### src/rtl/spi_slave_burst_ctrl.sv
// Burst sequencer for the SPI slave: times the dummy phase of a read, then issues
// one bus word request per SPI word, wrapping inside a window of wrap_length words.
module spi_slave_burst_ctrl #(
  parameter int ADDR_WIDTH = 32,
  parameter int WORD_BYTES = 4
) (
  input  logic                  sclk,
  input  logic                  rst,
  input  logic                  start,
  input  logic [ADDR_WIDTH-1:0] start_addr,
  input  logic                  is_read,
  input  logic [7:0]            dummy_cycles,
  input  logic [15:0]           wrap_length,
  input  logic                  word_done,
  input  logic                  cs_end,
  output logic                  req_valid,
  output logic                  req_we,
  output logic [ADDR_WIDTH-1:0] req_addr,
  output logic                  busy,
  output logic                  dummy_active,
  output logic                  data_phase,
  output logic [15:0]           word_cnt
);

  localparam logic [ADDR_WIDTH-1:0] ALIGN_MASK = ~(ADDR_WIDTH'(WORD_BYTES - 1));
  localparam logic [ADDR_WIDTH-1:0] ADDR_STEP  = ADDR_WIDTH'(WORD_BYTES);

  typedef enum logic [1:0] {S_IDLE, S_DUMMY, S_DATA} state_t;

  state_t                state, state_n;
  logic [ADDR_WIDTH-1:0] base, base_n;
  logic [ADDR_WIDTH-1:0] cur, cur_n;
  logic [15:0]           wcnt, wcnt_n;
  logic [15:0]           wlen, wlen_n;
  logic [7:0]            dcnt, dcnt_n;
  logic                  rd, rd_n;
  logic                  req_valid_n, req_we_n;
  logic [ADDR_WIDTH-1:0] req_addr_n;

  logic [ADDR_WIDTH-1:0] cur_adv;
  logic [15:0]           wcnt_adv;

  function automatic logic [ADDR_WIDTH-1:0] align_addr(input logic [ADDR_WIDTH-1:0] a);
    return a & ALIGN_MASK;
  endfunction

  function automatic logic wrap_hit(input logic [15:0] cnt, input logic [15:0] len);
    return (len != 16'd0) && ((cnt + 16'd1) == len);
  endfunction

  // Next word position inside the burst window
  always_comb begin
    if (wrap_hit(wcnt, wlen)) begin
      cur_adv  = base;
      wcnt_adv = 16'd0;
    end else begin
      cur_adv  = cur + ADDR_STEP;
      wcnt_adv = wcnt + 16'd1;
    end
  end

  always_comb begin
    state_n     = state;
    base_n      = base;
    cur_n       = cur;
    wcnt_n      = wcnt;
    wlen_n      = wlen;
    dcnt_n      = dcnt;
    rd_n        = rd;
    req_valid_n = 1'b0;
    req_we_n    = req_we;
    req_addr_n  = req_addr;

    if (cs_end) begin
      state_n = S_IDLE;
    end else begin
      unique case (state)
        S_IDLE: begin
          if (start) begin
            base_n = align_addr(start_addr);
            cur_n  = align_addr(start_addr);
            wcnt_n = 16'd0;
            wlen_n = wrap_length;
            dcnt_n = dummy_cycles - 8'd1;
            rd_n   = is_read;
            if (is_read) begin
              // Read prefetch of the first word overlaps the dummy phase
              req_valid_n = 1'b1;
              req_we_n    = 1'b0;
              req_addr_n  = align_addr(start_addr);
              state_n     = (dummy_cycles != 8'd0) ? S_DUMMY : S_DATA;
            end else begin
              state_n = S_DATA;
            end
          end
        end
        S_DUMMY: begin
          dcnt_n = dcnt - 8'd1;
          if (dcnt == 8'd0) state_n = S_DATA;
        end
        S_DATA: begin
          if (word_done) begin
            cur_n       = cur_adv;
            wcnt_n      = wcnt_adv;
            req_valid_n = 1'b1;
            req_we_n    = ~rd;
            // Writes store the word just received; reads fetch one word ahead
            req_addr_n  = rd ? cur_adv : cur;
          end
        end
        default: state_n = S_IDLE;
      endcase
    end
  end

  always_ff @(posedge sclk) begin
    if (rst) begin
      state     <= S_IDLE;
      base      <= '0;
      cur       <= '0;
      wcnt      <= 16'd0;
      wlen      <= 16'd0;
      dcnt      <= 8'd0;
      rd        <= 1'b0;
      req_valid <= 1'b0;
      req_we    <= 1'b0;
      req_addr  <= '0;
    end else begin
      state     <= state_n;
      base      <= base_n;
      cur       <= cur_n;
      wcnt      <= wcnt_n;
      wlen      <= wlen_n;
      dcnt      <= dcnt_n;
      rd        <= rd_n;
      req_valid <= req_valid_n;
      req_we    <= req_we_n;
      req_addr  <= req_addr_n;
    end
  end

  assign busy         = (state != S_IDLE);
  assign dummy_active = (state == S_DUMMY);
  assign data_phase   = (state == S_DATA);
  assign word_cnt     = wcnt;

endmodule

### config.mk
export PLATFORM = sky130hd
export DESIGN_NAME = spi_slave_burst_ctrl
export DESIGN_NICKNAME = d
export VERILOG_FILES = /design/src/rtl/spi_slave_burst_ctrl.sv
export SDC_FILE = /design/constraint.sdc
export NUM_CORES = 1
export LEC_CHECK = 0
export ABC_CLOCK_PERIOD_IN_PS = 3260
export BUFFER_PORTS_ARGS = -buffer_cell sky130_fd_sc_hd__buf_2
export CAP_MARGIN = 30
export CELL_PAD_IN_SITES_DETAIL_PLACEMENT = 1
export CELL_PAD_IN_SITES_GLOBAL_PLACEMENT = 2
export CORE_MARGIN = 5
export CORE_UTILIZATION = 34
export CTS_BUF_LIST = sky130_fd_sc_hd__clkbuf_8
export DETAILED_ROUTE_END_ITERATION = 10
export GPL_TIMING_DRIVEN = 0
export PLACE_DENSITY_LB_ADDON = 0.05
export SYNTH_ARGS = -nofsm -noshare
export SYNTH_HDL_FRONTEND = slang
export SYNTH_SLANG_ARGS = --single-unit
### constraint.sdc
create_clock -name sclk -period 3.26 [get_ports sclk]
set_input_delay 0.978 -clock sclk [delete_from_list [all_inputs] [get_ports sclk]]
set_output_delay 0.978 -clock sclk [all_outputs]
set_load 0.02 [all_outputs]
Yosys cells after proc, flatten, opt, wreduce, memory -nomap -nowiden
Cells that the tools add are included.
- register bits: 139
- input port bits: 62
- output and inout port bits: 53
- word-level logic and storage cells: 66
- add/sub/neg operators: 4
- equality and inequality tests: 7
- multiplexer cells: 28
- bitwise logic cells: 3
- reduce and logical (&&, ||, !) cells: 14
- operators with widths (operator ; count):
    $mux 32 ; 7
    $pmux 32 s2 ; 2
    $mux 16 ; 3
    $add 32x3->32 const B ; 1
    $pmux 16 s2 ; 1
    $add 16x1->16 const B ; 1
    $eq 16x16->1 ; 1
    $pmux 8 s2 ; 1
    $reduce_bool 16->1 ; 1
    $sub 8x1->8 const B ; 2
    $reduce_and 3->1 ; 3
    $logic_not 8->1 ; 1
    $mux 2 ; 4
    $mux 8 ; 1
    $reduce_bool 8->1 ; 1
    $mux 1 ; 6
    $ne 2x2->1 const B ; 3
    $pmux 2 s3 ; 1
    $reduce_bool 2->1 ; 3
    $reduce_and 5->1 ; 1
    $pmux 1 s2 ; 2
    $reduce_and 4->1 ; 1
    $not 1->1 ; 3
    $eq 2x1->1 const B ; 1
    other kinds (5) ; 5

Logic depth before layout (Yosys ltp)
Gate-level depths: netlist (run 1).
- word-level depth: 7
- depth in mapped cells: 12
- mapped depth without buffers: 9

Worst setup path before layout (run 1)
No wires, ideal clock.
- path kind: flip-flop to flip-flop
- from: register wcnt[0] (netlist: word_cnt[0])
- to: register req_addr[10]
- setup time: 0.134 ns
- arrival time: 2.735 ns
- required time: 3.126 ns
- slack: 0.392 ns
- cell stages (with the launch flop): 11
- path buffers: 1
- clock period less this slack: 2.868 ns
- cell sequence: dfxtp_1 > ha_1 > nand3_1 > nor2_1 > xor2_1 > a2111oi_2 > nand4_4 > buf_6 > mux2_4 > a21oi_1 > nor4_1
- cells in the longest elaborated chain, start to end: 7
- ends and longest elaborated chain (what ; line ; source):
    start: declaration ; 33 ; logic [15:0] wcnt, wcnt_n;
    start signal: assignment ; 132 ; wcnt <= wcnt_n;
    $add 16x1->16 ; 48 ; return (len != 16'd0) && ((cnt + 16'd1) == len);
    $eq 16x16->1 ; 48 ;
    $logic_and 1x1->1 ; 48 ;
    $mux 32 ; 53 ; if (wrap_hit(wcnt, wlen)) begin
    $mux 32 ; 108 ; req_addr_n = rd ? cur_adv : cur;
    $mux 32 ; 102 ; if (word_done) begin
    $pmux 32 s2 ; 77 ; unique case (state)
    end signal: assignment ; 138 ; req_addr <= req_addr_n;
    end: declaration ; 18 ; output logic [ADDR_WIDTH-1:0] req_addr,
Every way passes these cells. The select of a mux whose other input is x is not followed.
A chain may end at the register's enable or synchronous reset.

Worst setup path after layout (run 1)
- from: register state[1]
- to: output data_phase
- cells in the longest elaborated chain, start to end: 1
- ends and longest elaborated chain (what ; line ; source):
    start: declaration ; 30 ; state_t state, state_n;
    start signal: assignment ; 129 ; state <= state_n;
    $eq 2x2->1 ; 144 ; assign data_phase = (state == S_DATA);
    end: declaration ; 21 ; output logic data_phase,
Every way passes these cells.

==> results.cfg, run 1 <==
[layout]
fin_util_pct = 40.6
fin_cells = 1504
area_growth_pct = 18.6
most-common-layout-cells = 169 x nand2_1, 137 x dfxtp_1, 121 x buf_2
final_layout_size_suffix_gt1_share_pct = 18.6
finalInstanceArea_mm2 = 0.00944
antennaDiodeCount = 0
final_common_cell = nand2_1
nets = 1237

[cts]
clk_path_buf_depth = 2
htreeDepth = 4
worst_setup_hold_path_clk_slew_ps = 90
cts_buffers = 17
cts_sinks = 139
cts_root_buffer = clkbuf_8
holdBufCountCts = 0
cts_tree = done
clk_latency_ps = 460

[grt]
grt.total_usage_pct = 24.2
grt_pass1_vias = 8319
grt_max_degree = 17
grt_overflow = 0
grt_pass1_wl_um = 49500
antenna_found_initial = 0

[sta]
fmax_mhz = 318
hold_viol = 0
finalSetupViolCount = 0
period_share_pct = 96.5
relSlewSlack_pct = 42.5
finClkSkew_ps = 11.6
setup_tns_ps = 0
slew_violations = 0
finalCriticalPeriod_ps = 3150
worst_slew_pin_slew_ps = 863

[pwr]
power.leakage_nw = 3.77
comb_power_share_pct = 16.9
p_total_mw = 3.94
ir_worst_vdd_v = 0.000234
p_sw_share_pct = 33.1
intPower_mw = 2.64
powerDensity_mw_per_mm2 = 418
p_clk_share_pct = 35.8
p_sw_mw = 1.30
power_frac_seq_pct = 47.3

[detailed_routing]
drt-initial-drc-count = 472
firstDrtPassIters = 5
vias_per_cell = 5.49
vias = 8261
wire_per_inst_um = 21.4
wirelength_um = 32200
ant_nets = 0
drc = 0

[floorplanning]
initial_core_util_pct = 34.2
coreArea_mm2 = 0.0233
die_w_um = 163
die-height_um = 163
dieArea_mm2 = 0.0266
ios = 115
rows = 56

[outcome]
outcome = complete, no violations

[synthesis]
synth-seq-cells = 139
syn-cell-area_mm2 = 0.00796
syn_area_per_cell_um2 = 7.66
synthArstFlopShare_pct = 0
synth_edf_count = 0
yosys_warnings = 0
synthCells = 1040
seq_area_frac_synth_pct = 35.0
yosysUniqueCellTypes = 69
yosys_most_used_dff = dfxtp_1
syn_nets = 1105

[placed_design]
dp_hpwl_um = 23200
placed_area_mm2 = 0.00891
gp_congestion = 0.834
portBuffers = 110
dp.cells = 1469

[worst_hold_path]
worstHoldEndpoint = req_addr[30]$_SDFFE_PP0P_
holdPathStages = 2
hold_path.class = reg2reg
hp-start = req_addr[30]$_SDFFE_PP0P_

[setup_path]
critPathMaxFanout = 12
cp.arrival_ps = 2170
required_ps = 2280
path_class = reg2out
cp-start-kind = register
reg2reg_slack_ps = 170
reg2reg_depth = 10
timing.rr.end = cur[23]$_SDFFE_PP0P_
cp-end-kind = primary output
r2r_start = word_cnt[6]$_SDFFE_PP0P_

[job]
drv_cap = 0
[flip-flops by register name, summed over array words and instances, names as in the netlist, 2 cells and up]
register,flops
base,30
cur,32
dcnt,8
req_addr,32
state,2
wlen,16
word_cnt,16
[worst max path at each step]
stage               slack, ps                      from  depth (start not counted)                         to
floorplan                 390  word_cnt[0]$_SDFFE_PP0P_                         10  req_addr[10]$_SDFFE_PP0P_
global placement        -1390                     start                          9   word_cnt[7]$_SDFFE_PP0P_
detailed placement      -1430                     start                          9  req_addr[16]$_SDFFE_PP0P_
CTS                        40     state[1]$_SDFFE_PP0P_                          5                 data_phase
global route              -40  word_cnt[6]$_SDFFE_PP0P_                         10       cur[23]$_SDFFE_PP0P_
finish                    110     state[1]$_SDFFE_PP0P_                          5                 data_phase
[cell type report]
class / instances / area, um^2
Fill cell: 2965 / 13800
Multi-Input combinational cell: 793 / 4810
Sequential cell: 139 / 2790
Timing Repair Buffer: 116 / 606
Tap cell: 319 / 399
Buffer: 80 / 375
Clock buffer: 18 / 248
Clock inverter: 14 / 123
Inverter: 25 / 97.6
[through the flow]
stage,setup WS (ps),hold WS [ps]
after global routing,-43.3,479
after global placement,-1390,443
after detailed placement,-1430,449
after floorplan,392,431
after CTS,41.7,461
final,113,460
[cell families (layout without fill, tap and decap cells)]
family | count (synthesis) | after routing | synth area share, %
compound gates | 294 | 294 | 24.2
xor+xnor | 37 | 37 | 4.24
fa+ha+maj | 3 | 3 | 0.472
buf+inv | 108 | 253 | 5.92
flops | 139 | 139 | 35.0
mux | 38 | 38 | 5.37
simple gates | 421 | 421 | 24.8
[worst max-delay path: stages, from the launching register on]
cell and delay [ps]:
dfxtp_1 310, clkbuf_1 360, nand2_4 230, clkinvlp_4 260
clkbuf_4 320, buf_2 210
[synthesized netlist by cell type (4+ instances only)]
cell type  number  area (um^2)
buf_6           6         67.6
or3_1           7         43.8
a21oi_1       104          521
o221a_2         5         56.3
dfxtp_1       139         2780
a211oi_1       21          158
a221oi_2        4         60.1
nor4_1         18          113
and4_1          4         35.0
mux2_2          6         67.6
nor3b_1         6         45.0
nor2b_1         8         50.1
nand2b_1        6         37.5
o21a_1         14          105
mux2_4          8          120
nand2_1       171          642
nand3_1        32          160
nand3b_1        4         30.0
nand4_1         8         50.1
clkbuf_1       64          240
o211ai_1       20          150
a221oi_1       23          201
nor2_1         97          364
mux2i_1        24          240
a31oi_1         4         25.0
xnor2_1        25          219
inv_1          25         93.8
o21ai_0        53          265
a21o_1         12         90.1
a311oi_1        5         43.8
nor3_1         35          175
and3_1         10         62.6
buf_2          10         50.1
xor2_1         11         96.3
[power by group through the flow]
| stage | clock network [mW] | logic (mW) | registers (mW) |
|---|---|---|---|
| 2_1_floorplan | 0 | 0.383 | 1.91 |
| 6_report | 1.41 | 0.666 | 1.86 |
| 3_5_place_dp | 0 | 0.653 | 1.90 |
| 5_1_grt | 1.51 | 0.731 | 1.88 |
| 3_3_place_gp | 0 | 0.649 | 1.90 |
| 4_1_cts | 1.44 | 0.660 | 1.86 |
[timing repair]
action	in CTS	in global routing
setup buffers	5	0
pin swaps	1	0
resized for setup	16	14
endpoints found under the setup margin	82	57
[per-layer routing]
metal / vias up / wire [um] / track usage (%)
met5: - / 0 / 0
met4: 0 / 622 / 6.63
met3: 42 / 1320 / 2.88
met2: 185 / 14600 / 38.8
met1: 4038 / 15700 / 34.6
li1: 3996 / - / -
Power figures use the tool's default switching activity.
==> run 2: changes to the inputs <==
- BUFFER_PORTS_ARGS: -buffer_cell sky130_fd_sc_hd__buf_2 -> -buffer_cell sky130_fd_sc_hd__buf_4
==> results.cfg, run 2 (same netlist as run 1, synthesis figures left out) <==
[cts]
cts_sinks = 139
clk_path_buf_depth = 2
worst_setup_hold_path_clk_slew_ps = 90
cts_tree = done
cts_root_buffer = clkbuf_8
htreeDepth = 4
clk_latency_ps = 460
cts_buffers = 17

[setup_path]
crit_chain = inv_1 -> nand2_2 -> clkinvlp_4 -> clkbuf_4 -> buf_4
slowest_stage = dfxtp_1
cp-start-kind = register
path_delay_family = buffers and inverters
cp-end-kind = primary output
critPathMaxFanout = 10
path_buf_inv = 4
crit_start = state[0]$_SDFFE_PP0P_
cp.arrival_ps = 2090
critPathMaxStageDelay_ps = 450
path_class = reg2out
r2r_start = cur[9]$_SDFFE_PP0P_
required_ps = 2280

[floorplanning]
rows = 56
coreArea_mm2 = 0.0233
dieArea_mm2 = 0.0266
die-height_um = 163
die_w_um = 163
initial_core_util_pct = 34.2
ios = 115

[layout]
most-common-layout-cells = 169 x nand2_1, 137 x dfxtp_1, 120 x buf_4
final_layout_size_suffix_gt1_share_pct = 18.6
multiInputGateArea_mm2 = 0.00483
ff_latch_area_mm2 = 0.00279
largestRegisters = cur (32), req_addr (32), base (30)
nets = 1238
area_growth_pct = 22.7
nFillCells = 2955
final_common_cell = nand2_1
antennaDiodeCount = 0
fin_util_pct = 42.0

[worst_hold_path]
hold_path.class = reg2reg
hp-start = base[25]$_SDFFE_PP0P_

[grt]
grt.total_usage_pct = 24.4
grt_pass1_wl_um = 49700
antenna_found_initial = 0
grt_overflow = 0
grt_max_degree = 17
grt_pass1_vias = 8398

[detailed_routing]
wire_per_inst_um = 21.7
vias = 8370
vias_per_cell = 5.57
ant_nets = 0
wirelength_um = 32700
firstDrtPassIters = 5
drc = 0
drt-initial-drc-count = 455

[sta]
hold_viol = 0
finalCriticalPeriod_ps = 3070
period_share_pct = 94.0
relSlewSlack_pct = 27.4
fmax_mhz = 326
worst_slew_pin_slew_ps = 1090
finClkSkew_ps = 15.4
rsz0062_at_grt = no
slew_violations = 0
finalSetupViolCount = 0

[job]
drv_cap = 0

[placed_design]
gp_congestion = 0.840
dp_hpwl_um = 23300
portBuffers = 110

[outcome]
outcome = complete, no violations

[pwr]
p_total_mw = 4.08
powerDensity_mw_per_mm2 = 418
power.leakage_nw = 3.85
ir_worst_vdd_v = 0.000208
==> run 2: path summary, 6_finish.rpt <==
kind | end | slack, ps | depth (start not counted)
hold reg to reg | base[25]$_SDFFE_PP0P_ | 460 | 2
hold / removal | base[25]$_SDFFE_PP0P_ | 460 | 2
setup reg to reg | cur[31]$_SDFFE_PP0P_ | 210 | 9
setup / recovery | data_phase | 190 | 5
==> run 2: area by class of cell <==
class | instances | area share [%]
Buffer | 79 | 3.79
Clock buffer | 21 | 2.96
Clock inverter | 10 | 1.18
Inverter | 25 | 0.999
Multi-Input combinational cell | 793 | 49.4
Sequential cell | 139 | 28.5
Tap cell | 319 | 4.08
Timing Repair Buffer | 118 | 9.07
==> run 2: timing repair <==
action	in CTS	in global routing
hold buffers	0	0
resized for setup	15	14
setup buffers	5	3
endpoints found under the setup margin	82	79
pin swaps	1	1
==> run 2: power by group <==
group | switching, mW | leakage [nW] | internal (mW)
Combinational | 0.437 | 2.51 | 0.264
Clock | 0.757 | 0.200 | 0.757
Sequential | 0.0817 | 1.14 | 1.79
==> run 2: tightest hold or removal path, delay by kind of cell, from the launching register on <==
family           cells  cell delay [ps]
AO/OA/AOI/OAI        1               50
flip-flops           1              320
AND/OR/NAND/NOR      1               50
==> run 2: layer usage <==
metal  global-route usage, %  routed length, um
met2                    38.3              14700
met4                    7.05                716
met5                       0                  0
met1                    35.0              15800
met3                    3.38               1440
==> run 2: metrics by stage <==
step           setup slack (ps)  cells  TNS, ps  instance area (um^2)  hold slack [ps]
6_report                    195   1504        0                  9770              459
4_1_cts                    7.03   1504        0                  9670              459
3_5_place_dp              -1330   1469   -53620                  9190              448
3_3_place_gp              -1360   1469   -53910                  9190              445
2_1_floorplan               392   1040        0                  7960              431
5_1_grt                    37.1   1504        0                  9770              481
==> run 3: changes to the inputs <==
- GPL_TIMING_DRIVEN: 0 -> 1
- PLACE_DENSITY: unset -> 0.84
- PLACE_DENSITY_LB_ADDON: 0.05 -> unset
==> results.cfg, run 3 (same netlist as run 1, synthesis figures left out) <==
[grt]
antenna_found_initial = 0
grt_pass1_vias = 8208
grt_overflow = 0
grt_pass1_wl_um = 43400
grt.total_usage_pct = 20.1
grt_max_degree = 101

[placed_design]
dp_hpwl_um = 18000
portBuffers = 112
placed_area_mm2 = 0.00919
gp_congestion = 0.810

[pwr]
powerDensity_mw_per_mm2 = 418
power.leakage_nw = 3.81
ir_worst_vdd_v = 0.000181

[layout]
largestRegisters = cur (32), req_addr (32), base (30)
nets = 1191
antennaDiodeCount = 0
final_layout_size_suffix_gt1_share_pct = 19.7
final_common_cell = nand2_1
finalInstanceArea_mm2 = 0.00964
area_growth_pct = 21.0
most-common-layout-cells = 171 x nand2_1, 146 x buf_4, 137 x dfxtp_1

[sta]
worst_slew_pin_slew_ps = 850
fmax_mhz = 325
setup_tns_ps = 0
hold_viol = 0
relSlewSlack_pct = 43.1
worst_hold_slack_ps = 459
slew_violations = 0
finalCriticalPeriod_ps = 3070
finalSetupViolCount = 0
period_share_pct = 94.3
rsz0062_at_grt = no
finClkSkew_ps = 19.4

[setup_path]
critPathMaxFanout = 38
cp-start-kind = register
cp-end-kind = register
path_class = reg2reg
path_delay_family = simple AND/OR/NAND/NOR gates
cp.arrival_ps = 3410
required_ps = 3600
crit_chain = ha_1 -> nand3_2 -> nor2_1 -> xor2_1 -> a2111oi_2 -> nand4_4 -> buf_12 -> nand2_1 -> buf_4 -> o21ai_0 -> o21a_1
slowest_stage = dfxtp_1
critPathMaxStageDelay_ps = 500
path_buf_inv = 2

[cts]
worst_setup_hold_path_clk_slew_ps = 80
holdBufCountCts = 0
htreeDepth = 4
cts_sinks = 139
clk_path_buf_depth = 2
cts_buffers = 17
clk_latency_ps = 450
cts_root_buffer = clkbuf_8
cts_tree = done

[worst_hold_path]
hold_path.class = reg2reg

[detailed_routing]
drc = 0
wire_per_inst_um = 18.3
vias = 7920
drt-initial-drc-count = 439
firstDrtPassIters = 5
wirelength_um = 26700
vias_per_cell = 5.44
ant_nets = 0

[floorplanning]
die_w_um = 163
initial_core_util_pct = 34.2
dieArea_mm2 = 0.0266
coreArea_mm2 = 0.0233
ios = 115
rows = 56
die-height_um = 163

[outcome]
outcome = complete, no violations

[job]
drv_cap = 0
[run 3: what timing repair did]
item,in CTS,in global routing
buffers inserted,0,0
gates resized for setup,0,7
setup endpoints to repair,0,75
[run 3: layer usage]
layer	vias to the layer above	part of all wire, %	GRT usage, %	wire (um)
li1	3893	-	-	-
met1	3845	48	27.2	12800
met2	152	47	33.5	12500
met3	30	3.7	3.43	978
met4	0	1.7	4.69	455
met5	-	0	0	0
[run 3: layout make-up]
class	count	area (um^2)
clock buffers	19	262
clock inverters	12	149
fillers	2902	13600
inverters	25	93.8
multi-input cells	793	4770
flip-flops and latches	139	2790
well taps	319	399
repair buffers	150	1180
[run 3: stage by stage]
stage | std cells | power, mW | utilization [%] | setup WS [ps]
2_1_floorplan | 1040 | 2.29 | - | 392
3_3_place_gp | 1426 | 2.54 | 39.5 | 109
3_5_place_dp | 1426 | 2.55 | 39.5 | 40.3
4_1_cts | 1457 | 4.07 | 41.3 | 16.3
5_1_grt | 1457 | 4.21 | 41.4 | 14.8
6_report | 1457 | 4.03 | 41.4 | 187
[run 3: worst paths after layout]
check	from	end	slack, ps	cells past startpoint
max	word_cnt[0]$_SDFFE_PP0P_	req_addr[24]$_SDFFE_PP0P_	190	11
min	base[25]$_SDFFE_PP0P_	base[25]$_SDFFE_PP0P_	460	2
max reg2reg	word_cnt[0]$_SDFFE_PP0P_	req_addr[24]$_SDFFE_PP0P_	190	11
min reg2reg	base[25]$_SDFFE_PP0P_	base[25]$_SDFFE_PP0P_	460	2
[run 3: worst reg2reg max path, stage by stage (launching register included)]
cell and delay (ps):
dfxtp_1 500, ha_1 260, nand3_2 220, nor2_1 270, xor2_1 120, a2111oi_2 460, nand4_4 230, buf_12 260
nand2_1 130, buf_4 180, o21ai_0 120, o21a_1 210
[run 3: power by group]
part / switching (mW) / internal (mW)
logic: 0.380 / 0.264
registers: 0.0845 / 1.79
clock network: 0.726 / 0.789
